--- src/rtl/count_monitor_pkg.sv ---
// count_monitor_pkg: shared types and defaults for the counter output monitor.
//   state_e      : monitor FSM state (2-bit encoding)
//   DEF_*        : default parameter values for count_monitor
//   MATCH_W      : width of the consecutive-match counter (SYNC_LEN up to 15)
package count_monitor_pkg;

  typedef enum logic [1:0] {
    ST_UNLOCKED = 2'd0,
    ST_SYNC     = 2'd1,
    ST_LOCKED   = 2'd2
  } state_e;

  localparam int DEF_WIDTH    = 4;
  localparam int DEF_SYNC_LEN = 2;
  localparam int DEF_ERR_W    = 8;
  localparam int MATCH_W      = 4;

endpackage

--- src/rtl/sat_counter.sv ---
// sat_counter: W-bit up counter that sticks at all-ones.
// Ports:
//   clk   : rising-edge clock
//   reset : asynchronous active-low reset, clears q
//   inc   : increment request (ignored once saturated)
//   q     : current count
module sat_counter #(
  parameter int W = 8
) (
  input  logic         clk,
  input  logic         reset,
  input  logic         inc,
  output logic [W-1:0] q
);

  logic [W-1:0] q_q;
  logic [W-1:0] q_d;

  always_comb begin
    q_d = q_q;
    if (inc && (q_q != {W{1'b1}})) begin
      q_d = q_q + 1'b1;
    end
  end

  always_ff @(posedge clk or negedge reset) begin
    if (!reset) begin
      q_q <= '0;
    end else begin
      q_q <= q_d;
    end
  end

  assign q = q_q;

endmodule

--- src/rtl/count_monitor.sv ---
// count_monitor: self-checking receiver for an up/down counter's out/up stream.
// Predicts the next sample (+1 / -1 modulo 2^WIDTH, or 0 after a clear), locks
// after SYNC_LEN consecutive correct predictions and flags every mismatch
// seen while locked.
// Ports:
//   clk, reset          : clock, asynchronous active-low reset
//   cnt_valid           : sample strobe; cnt_in/up_in/cnt_clr used only when 1
//   cnt_in, up_in       : observed count and direction of this sample
//   cnt_clr             : observed counter was cleared at this sample
//   locked              : FSM is in ST_LOCKED
//   err_pulse           : one-cycle pulse, the cycle after a locked mismatch
//   err_count           : saturating count of locked mismatches
//   expected            : predicted value of the next valid sample
// Optional (macro COUNT_MONITOR_ERR_LOG_EN):
//   first_err_exp/obs/vld : expected/observed values at the first locked
//                           mismatch after reset; held until reset.
//
// Handshake: cnt_valid is a one-way strobe with no ready; the monitor accepts
// a sample on every rising edge where cnt_valid is 1 and holds all state
// otherwise.
module count_monitor
  import count_monitor_pkg::*;
#(
  parameter int WIDTH    = DEF_WIDTH,
  parameter int SYNC_LEN = DEF_SYNC_LEN,
  parameter int ERR_W    = DEF_ERR_W
) (
  input  logic             clk,
  input  logic             reset,
  input  logic             cnt_valid,
  input  logic [WIDTH-1:0] cnt_in,
  input  logic             up_in,
  input  logic             cnt_clr,
  output logic             locked,
  output logic             err_pulse,
  output logic [ERR_W-1:0] err_count,
`ifdef COUNT_MONITOR_ERR_LOG_EN
  output logic [WIDTH-1:0] first_err_exp,
  output logic [WIDTH-1:0] first_err_obs,
  output logic             first_err_vld,
`endif
  output logic [WIDTH-1:0] expected
);

  localparam logic [MATCH_W-1:0] SYNC_TGT = MATCH_W'(SYNC_LEN);

  state_e             state_q, state_d;
  logic [MATCH_W-1:0] match_cnt_q, match_cnt_d;
  logic [MATCH_W-1:0] match_cnt_inc;
  logic [WIDTH-1:0]   expected_q, expected_d;
  logic               err_pulse_q, err_pulse_d;
  logic [WIDTH-1:0]   nxt;
  logic               hit;
  logic               err_inc;

  always_comb begin
    // Wrap-around is natural WIDTH-bit arithmetic, never an error.
    if (cnt_clr) begin
      nxt = '0;
    end else if (up_in) begin
      nxt = cnt_in + 1'b1;
    end else begin
      nxt = cnt_in - 1'b1;
    end
    hit           = (cnt_in == expected_q);
    match_cnt_inc = match_cnt_q + 1'b1;

    state_d     = state_q;
    match_cnt_d = match_cnt_q;
    expected_d  = expected_q;
    err_inc     = 1'b0;

    if (cnt_valid) begin
      // Every valid sample re-seeds the prediction, matching or not.
      expected_d = nxt;
      case (state_q)
        ST_UNLOCKED: begin
          state_d     = ST_SYNC;
          match_cnt_d = '0;
        end
        ST_SYNC: begin
          if (hit) begin
            if (match_cnt_inc == SYNC_TGT) begin
              state_d     = ST_LOCKED;
              match_cnt_d = '0;
            end else begin
              match_cnt_d = match_cnt_inc;
            end
          end else begin
            match_cnt_d = '0;
          end
        end
        ST_LOCKED: begin
          if (!hit) begin
            err_inc     = 1'b1;
            state_d     = ST_SYNC;
            match_cnt_d = '0;
          end
        end
        default: begin
          state_d     = ST_UNLOCKED;
          match_cnt_d = '0;
        end
      endcase
    end

    // A mismatch always leaves ST_LOCKED, so this can never stay high twice.
    err_pulse_d = err_inc;
  end

  always_ff @(posedge clk or negedge reset) begin
    if (!reset) begin
      state_q     <= ST_UNLOCKED;
      match_cnt_q <= '0;
      expected_q  <= '0;
      err_pulse_q <= 1'b0;
    end else begin
      state_q     <= state_d;
      match_cnt_q <= match_cnt_d;
      expected_q  <= expected_d;
      err_pulse_q <= err_pulse_d;
    end
  end

  sat_counter #(
    .W(ERR_W)
  ) u_err_cnt (
    .clk  (clk),
    .reset(reset),
    .inc  (err_inc),
    .q    (err_count)
  );

`ifdef COUNT_MONITOR_ERR_LOG_EN
  logic [WIDTH-1:0] first_err_exp_q, first_err_exp_d;
  logic [WIDTH-1:0] first_err_obs_q, first_err_obs_d;
  logic             first_err_vld_q, first_err_vld_d;

  always_comb begin
    first_err_exp_d = first_err_exp_q;
    first_err_obs_d = first_err_obs_q;
    first_err_vld_d = first_err_vld_q;
    // Only the first locked mismatch after reset is logged.
    if (err_inc && !first_err_vld_q) begin
      first_err_exp_d = expected_q;
      first_err_obs_d = cnt_in;
      first_err_vld_d = 1'b1;
    end
  end

  always_ff @(posedge clk or negedge reset) begin
    if (!reset) begin
      first_err_exp_q <= '0;
      first_err_obs_q <= '0;
      first_err_vld_q <= 1'b0;
    end else begin
      first_err_exp_q <= first_err_exp_d;
      first_err_obs_q <= first_err_obs_d;
      first_err_vld_q <= first_err_vld_d;
    end
  end

  assign first_err_exp = first_err_exp_q;
  assign first_err_obs = first_err_obs_q;
  assign first_err_vld = first_err_vld_q;
`endif

  assign locked    = (state_q == ST_LOCKED);
  assign err_pulse = err_pulse_q;
  assign expected  = expected_q;

endmodule

--- config.mk ---
export PLATFORM = sky130hd
export DESIGN_NAME = count_monitor
export DESIGN_NICKNAME = d
export VERILOG_FILES = /design/src/rtl/count_monitor_pkg.sv /design/src/rtl/sat_counter.sv /design/src/rtl/count_monitor.sv
export SDC_FILE = /design/constraint.sdc
export NUM_CORES = 1
export LEC_CHECK = 0
export ABC_CLOCK_PERIOD_IN_PS = 1800
export BUFFER_PORTS_ARGS = -buffer_cell sky130_fd_sc_hd__clkbuf_2
export CORE_MARGIN = 3
export CORE_UTILIZATION = 53
export DETAILED_ROUTE_END_ITERATION = 10
export PLACE_DENSITY = 0.77
export SYNTH_ARGS = -nofsm -noshare
export SYNTH_HDL_FRONTEND = slang
export SYNTH_SLANG_ARGS = --single-unit
--- constraint.sdc ---
create_clock -name clk -period 1.8 [get_ports clk]
set_input_delay 0.27 -clock clk [delete_from_list [all_inputs] [get_ports clk]]
set_output_delay 0.27 -clock clk [all_outputs]
set_load 0.05 [all_outputs]
======== Yosys cells after proc, flatten, opt, wreduce, memory -nomap -nowiden ========
Cells that the tools add are included.
operators by class
  reductions and logical operators ........ 4
  multiplexer cells ....................... 13
  add/subtract/negate cells ............... 4
  equality and inequality tests ........... 8
operator list
  kind                   number
  $mux W4                5
  $add A4 B1 Y4 const B  2
  $add A8 B1 Y8 const B  1
  $ne A8 B8 Y1 const B   1
  $pmux W4 S2            1
  $mux W2                3
  $ne A2 B2 Y1 const B   3
  $pmux W2 S3            1
  $eq A4 B2 Y1 const B   1
  $eq A4 B4 Y1           1
  $reduce_and A4 Y1      1
  $sub A4 B1 Y4 const B  1
  $mux W1                3
  $eq A2 B1 Y1 const B   1
  $eq A2 B2 Y1 const B   1
  $logic_not A2 Y1       1
  $reduce_and A2 Y1      1
  $logic_and A1 B1 Y1    1
word-level totals
  logic and storage cells ................. 34
  register bits ........................... 19

======== Logic depth before layout (Yosys ltp) ========
  word-level depth ........................ 5
  mapped depth ............................ 6

======== Cells and area by module ========
Synthesis repeated with hierarchy kept, for this count alone.
second synthesis, totals
  cell total of the unflattened synthesis .. 102
  area total of the unflattened synthesis .. 1166.1 um^2
modules (own cells, without submodules)
  module         cells each  seq. area each (um^2)  area an instance (um^2)  instances
  count_monitor  68          275.3                  758.2                    1
  sat_counter    34          200.2                  407.9                    1

======== Least setup slack after synthesis ========
No wires, ideal clock.
  path kind ............................... reg2reg
  start ................................... register expected_q[1], in the netlist expected[1]
  end ..................................... register u_err_cnt.q_q[1], in the netlist u_err_cnt.q[1]
  data required time ...................... 1.675 ns
  stages on the path, launching flop included .. 5
  setup slack ............................. -0.107 ns
  period minus slack after synthesis ...... 1.907 ns
  arrival ................................. 1.782 ns
  cell sequence ........................... dfrtp_1 > xor2_1 > o41ai_4 > nor2_2 > mux2_4
on the way
  word-level cells in the longest chain between the ends .. 5
ends and longest elaborated chain
  element                 RTL line              text
  start, declared         count_monitor.sv:50   logic [WIDTH-1:0] expected_q, expected_d;
  start signal, assigned  count_monitor.sv:120  expected_q <= expected_d;
  $eq A4 B4 Y1            count_monitor.sv:65   hit = (cnt_in == expected_q);
  $mux W1                 count_monitor.sv:94   if (!hit) begin
  $mux W1                 count_monitor.sv:76   case (state_q)
  $mux W1                 count_monitor.sv:73   if (cnt_valid) begin
  $logic_and A1 B1 Y1     sat_counter.sv:21     if (inc && (q_q != {W{1'b1}})) begin
  end signal, assigned    sat_counter.sv:30     q_q <= q_d;
  end, declared           sat_counter.sv:16     logic [W-1:0] q_q;
No other way between the ends.
A chain may end at the register's enable or synchronous reset.

======== Worst setup path in the final report ========
  start ................................... register expected_q[0], in the netlist expected[0]
  end ..................................... register state_q[1]
on the way
  word-level cells in the longest chain between the ends .. 3
  elaborated cells on any way between the ends .. 4
  those cells by class .................... 3 x eq/ne; 1 x reduce/logical
ends and longest elaborated chain
  element                               RTL line              text
  $eq A4 B4 Y1 *                        count_monitor.sv:65
  $ne A2 B2 Y1 (no source line)         n/a
  $reduce_and A4 Y1 (no source line) *  n/a
  end signal, assigned                  count_monitor.sv:118  state_q <= state_d;
  end, declared                         count_monitor.sv:47   state_e state_q, state_d;
Every way passes the cells marked *; elsewhere a longest branch is shown, timed or not.

==> run_results.csv <==
group,metric,value,unit
sta,min_period_over_period,93.8,%
floorplan,core_area,0.00200,mm2
logic_synthesis,synth_area_leaders,"dfrtp_1 (42%), xor2_1 (9.3%), ha_1 (5.5%)",
critical_path,path_cells,"xor2_2, or4_1, o21ai_1, a22o_1",
logic_synthesis,ys_ff_latch,19,
critical_path,crit_type,"reg2reg",
layout,fill_cells,169,
place,io_buffers,22,
layout,multi_input_area,626,um2
clock_network,cts_buffer_depth,2,
clock_network,h-tree-depth,1,
sta,finClkSkew,0.00486,ns
clock_network,cts-root-buf,"clkbuf_4",
logic_synthesis,synth_edf_count,0,
global_route,gr-usage-all-layers,20.8,%
logic_synthesis,yosys.area.top_type_share,42.0,%
logic_synthesis,synth_fp_nets,124,
layout,final_cell_area,0.00136,mm2
layout,insertedDiodeCount,0,
place,place_area,0.00130,mm2
floorplan,start_util,56.6,%
sta,finalMaxSlewViolations,0,
critical_path,crit_arrival,1.93,ns
floorplan,die-area,0.00273,mm2
critical_path,crit_required,2.04,ns
floorplan,dieHeight,52.2,um
flow_run,drv_cap,0,
floorplan,fp-row-count,16,
hold_path,hp-class,"in2reg",
drt,via_per_inst,5.54,
logic_synthesis,ys_types,38,
logic_synthesis,synthArstFlopShare,100,%
layout,seq_area,482,um2
drt,drc,0,
hold_path,whs_path_depth,3,
drt,dr.pass1.iters,4,
global_route,antenna_found_initial,0,
drt,wl,2.26,mm
layout,fin_nets,154,
floorplan,io_pins,23,
critical_path,reg2reg_depth,4,
power,p_leak,0.691,nW
critical_path,crit_fanout,6,
logic_synthesis,synth_ff_type,"dfrtp_1",
global_route,grt_max_degree,20,
drt,vias,914,
clock_network,insertion_delay,0.29,ns
critical_path,start_kind,"flip-flop",
clock_network,cts_tree,"yes",
global_route,overflow,0,
place,place_congestion,0.771,
clock_network,cts.clk_slew.worst_paths,0.11,ns
critical_path,end_kind,"flip-flop",
critical_path,crit_slowest_cell,"or4_1",
sta,finalSetupViolations,0,
sta,min_period,1.69,ns
logic_synthesis,syn_avg_cell_area,10.4,um2
sta,max_freq,592,MHz
global_route,grt_first_pass_wirelength,4.13,mm
clock_network,cts_sinks,19,
critical_path,max_stage_delay,0.64,ns
floorplan,die_w,52.2,um
drt,final_antenna_net_count,0,
sta,hold_viol,0,
sta,finalSetupTns,0,ns
logic_synthesis,yosysWarnings,0,
sta,relSlewSlack,69.1,%
sta,tightest_slew,0.462,ns
logic_synthesis,synth.cell_area,0.00113,mm2
place,hpwl,1.79,mm
logic_synthesis,synth.largest_area_cell,"dfrtp_1",
power,power.density,632,mW/mm2
power,power,0.857,mW
drt,drtIter0Drc,18,
power,ir_drop,0.498,mV
run_status,status,"complete, no violations",
drt,wire_per_inst,13.7,um
layout,syn_to_final_growth,19.8,%
global_route,grt_pass1_vias,947,
logic_synthesis,ys_seq_area_share,42.0,%
sta,rsz0062_at_grt,"no",
clock_network,cts_buffers,3,
logic_synthesis,netlist_instances,109,
layout,drive_gt1_share,31.9,%
==> routing by layer <==
layer / routed length (um) / global-route usage (%) / vias to the layer above / share of wire [%]
met4: 10 / 7.66 / 0 / 0.44
li1: - / - / 446 / -
met1: 977 / 26.1 / 455 / 43
met2: 1200 / 35.4 / 11 / 53
met3: 70 / 3.99 / 2 / 3.1
met5: 0 / 0 / - / 0
==> power breakdown <==
group          internal (mW)  total (mW)  switching [mW]
clock network         0.0827       0.214           0.132
registers              0.442       0.460          0.0180
logic                 0.0619       0.182           0.120
==> state kept, by name (all words and copies together) (netlist names) <==
name,cells
err_pulse,1
expected,4
match_cnt_q,4
state_q,2
u_err_cnt.q,8
==> cells in the final DEF, fill, tap and decap left out, types with 2 or more instances in the layout <==
master and count:
nor3_1 3, inv_1 10, a32o_1 2, clkbuf_4 3
a21oi_1 3, nand2_1 3, clkbuf_2 22, nor2_1 6
xor2_2 3, o22ai_1 4, dfrtp_2 5, nor3b_1 3
xor2_1 10, o21ai_0 3, nand3_1 4, mux2_2 2
ha_1 5, nor4_1 4, dfrtp_1 14, nand2b_1 3
and3b_1 2, buf_4 4
==> metrics by stage <==
step | utilization, % | setup WS [ns] | hold WS (ns) | std cells
global route | 67.8 | 0.00381 | 0.328 | 165
finish | 67.8 | 0.112 | 0.323 | 165
floorplan | - | 0.0255 | -0.0256 | 109
CTS | 67.0 | 0.108 | 0.307 | 165
global placement | 65.1 | 0.146 | 0.243 | 160
detailed placement | 65.1 | 0.133 | 0.243 | 160
==> critical path: cells and delay by family, from the launching register on <==
family | cells | cell delay [ns]
flops | 1 | 0.45
simple gates | 1 | 0.64
xor+xnor | 1 | 0.20
compound gates | 2 | 0.35
==> cells by family after synthesis <==
logic type,Yosys count,synth area share [%]
adder cells (fa/ha/maj),6,7.29
buffers and inverters,12,4.09
AO/OA/AOI/OAI,21,14.6
multiplexers,3,3.31
AND/OR/NAND/NOR,34,17.2
XOR/XNOR,14,11.5
flip-flops,19,42.0
==> cell usage after synthesis, drive strengths merged (4+ instances only) <==
| cell | count |
|---|---|
| dfrtp | 19 |
| ha | 5 |
| inv | 10 |
| nand3 | 4 |
| nor2 | 7 |
| nor4 | 4 |
| o21ai | 5 |
| o22ai | 4 |
| xor2 | 13 |
==> what timing repair did <==
action | CTS | global route
hold buffers | 1 | 0
setup endpoints to repair | 0 | 3
endpoints found under the hold margin | 19 | 0
setup buffers | 0 | 0
gates resized for setup | 0 | 2
==> cell type report <==
cell class                      instances  area share (%)
Clock inverter                          1           0.369
Tap cell                               27            2.49
Inverter                               10            2.77
Clock buffer                            3            1.66
Timing Repair Buffer                   27            11.1
Multi-Input combinational cell         78            46.1
Sequential cell                        19            35.5
==> final timing paths <==
check                                              to                       start  slack [ns]
max in group asynchronous  u_err_cnt.q[1]$_DFFE_PN0P_                       reset        1.00
hold reg to reg            u_err_cnt.q[7]$_DFFE_PN0P_  u_err_cnt.q[7]$_DFFE_PN0P_        0.51
setup reg to reg               state_q[1]$_DFFE_PN0P_     expected[0]$_DFFE_PN0P_        0.11
setup / recovery               state_q[1]$_DFFE_PN0P_     expected[0]$_DFFE_PN0P_        0.11
hold / removal                expected[2]$_DFFE_PN0P_                     cnt_clr        0.32
min in group asynchronous      state_q[1]$_DFFE_PN0P_                       reset        0.45
Note: power is estimated with default switching activity, not from simulation.
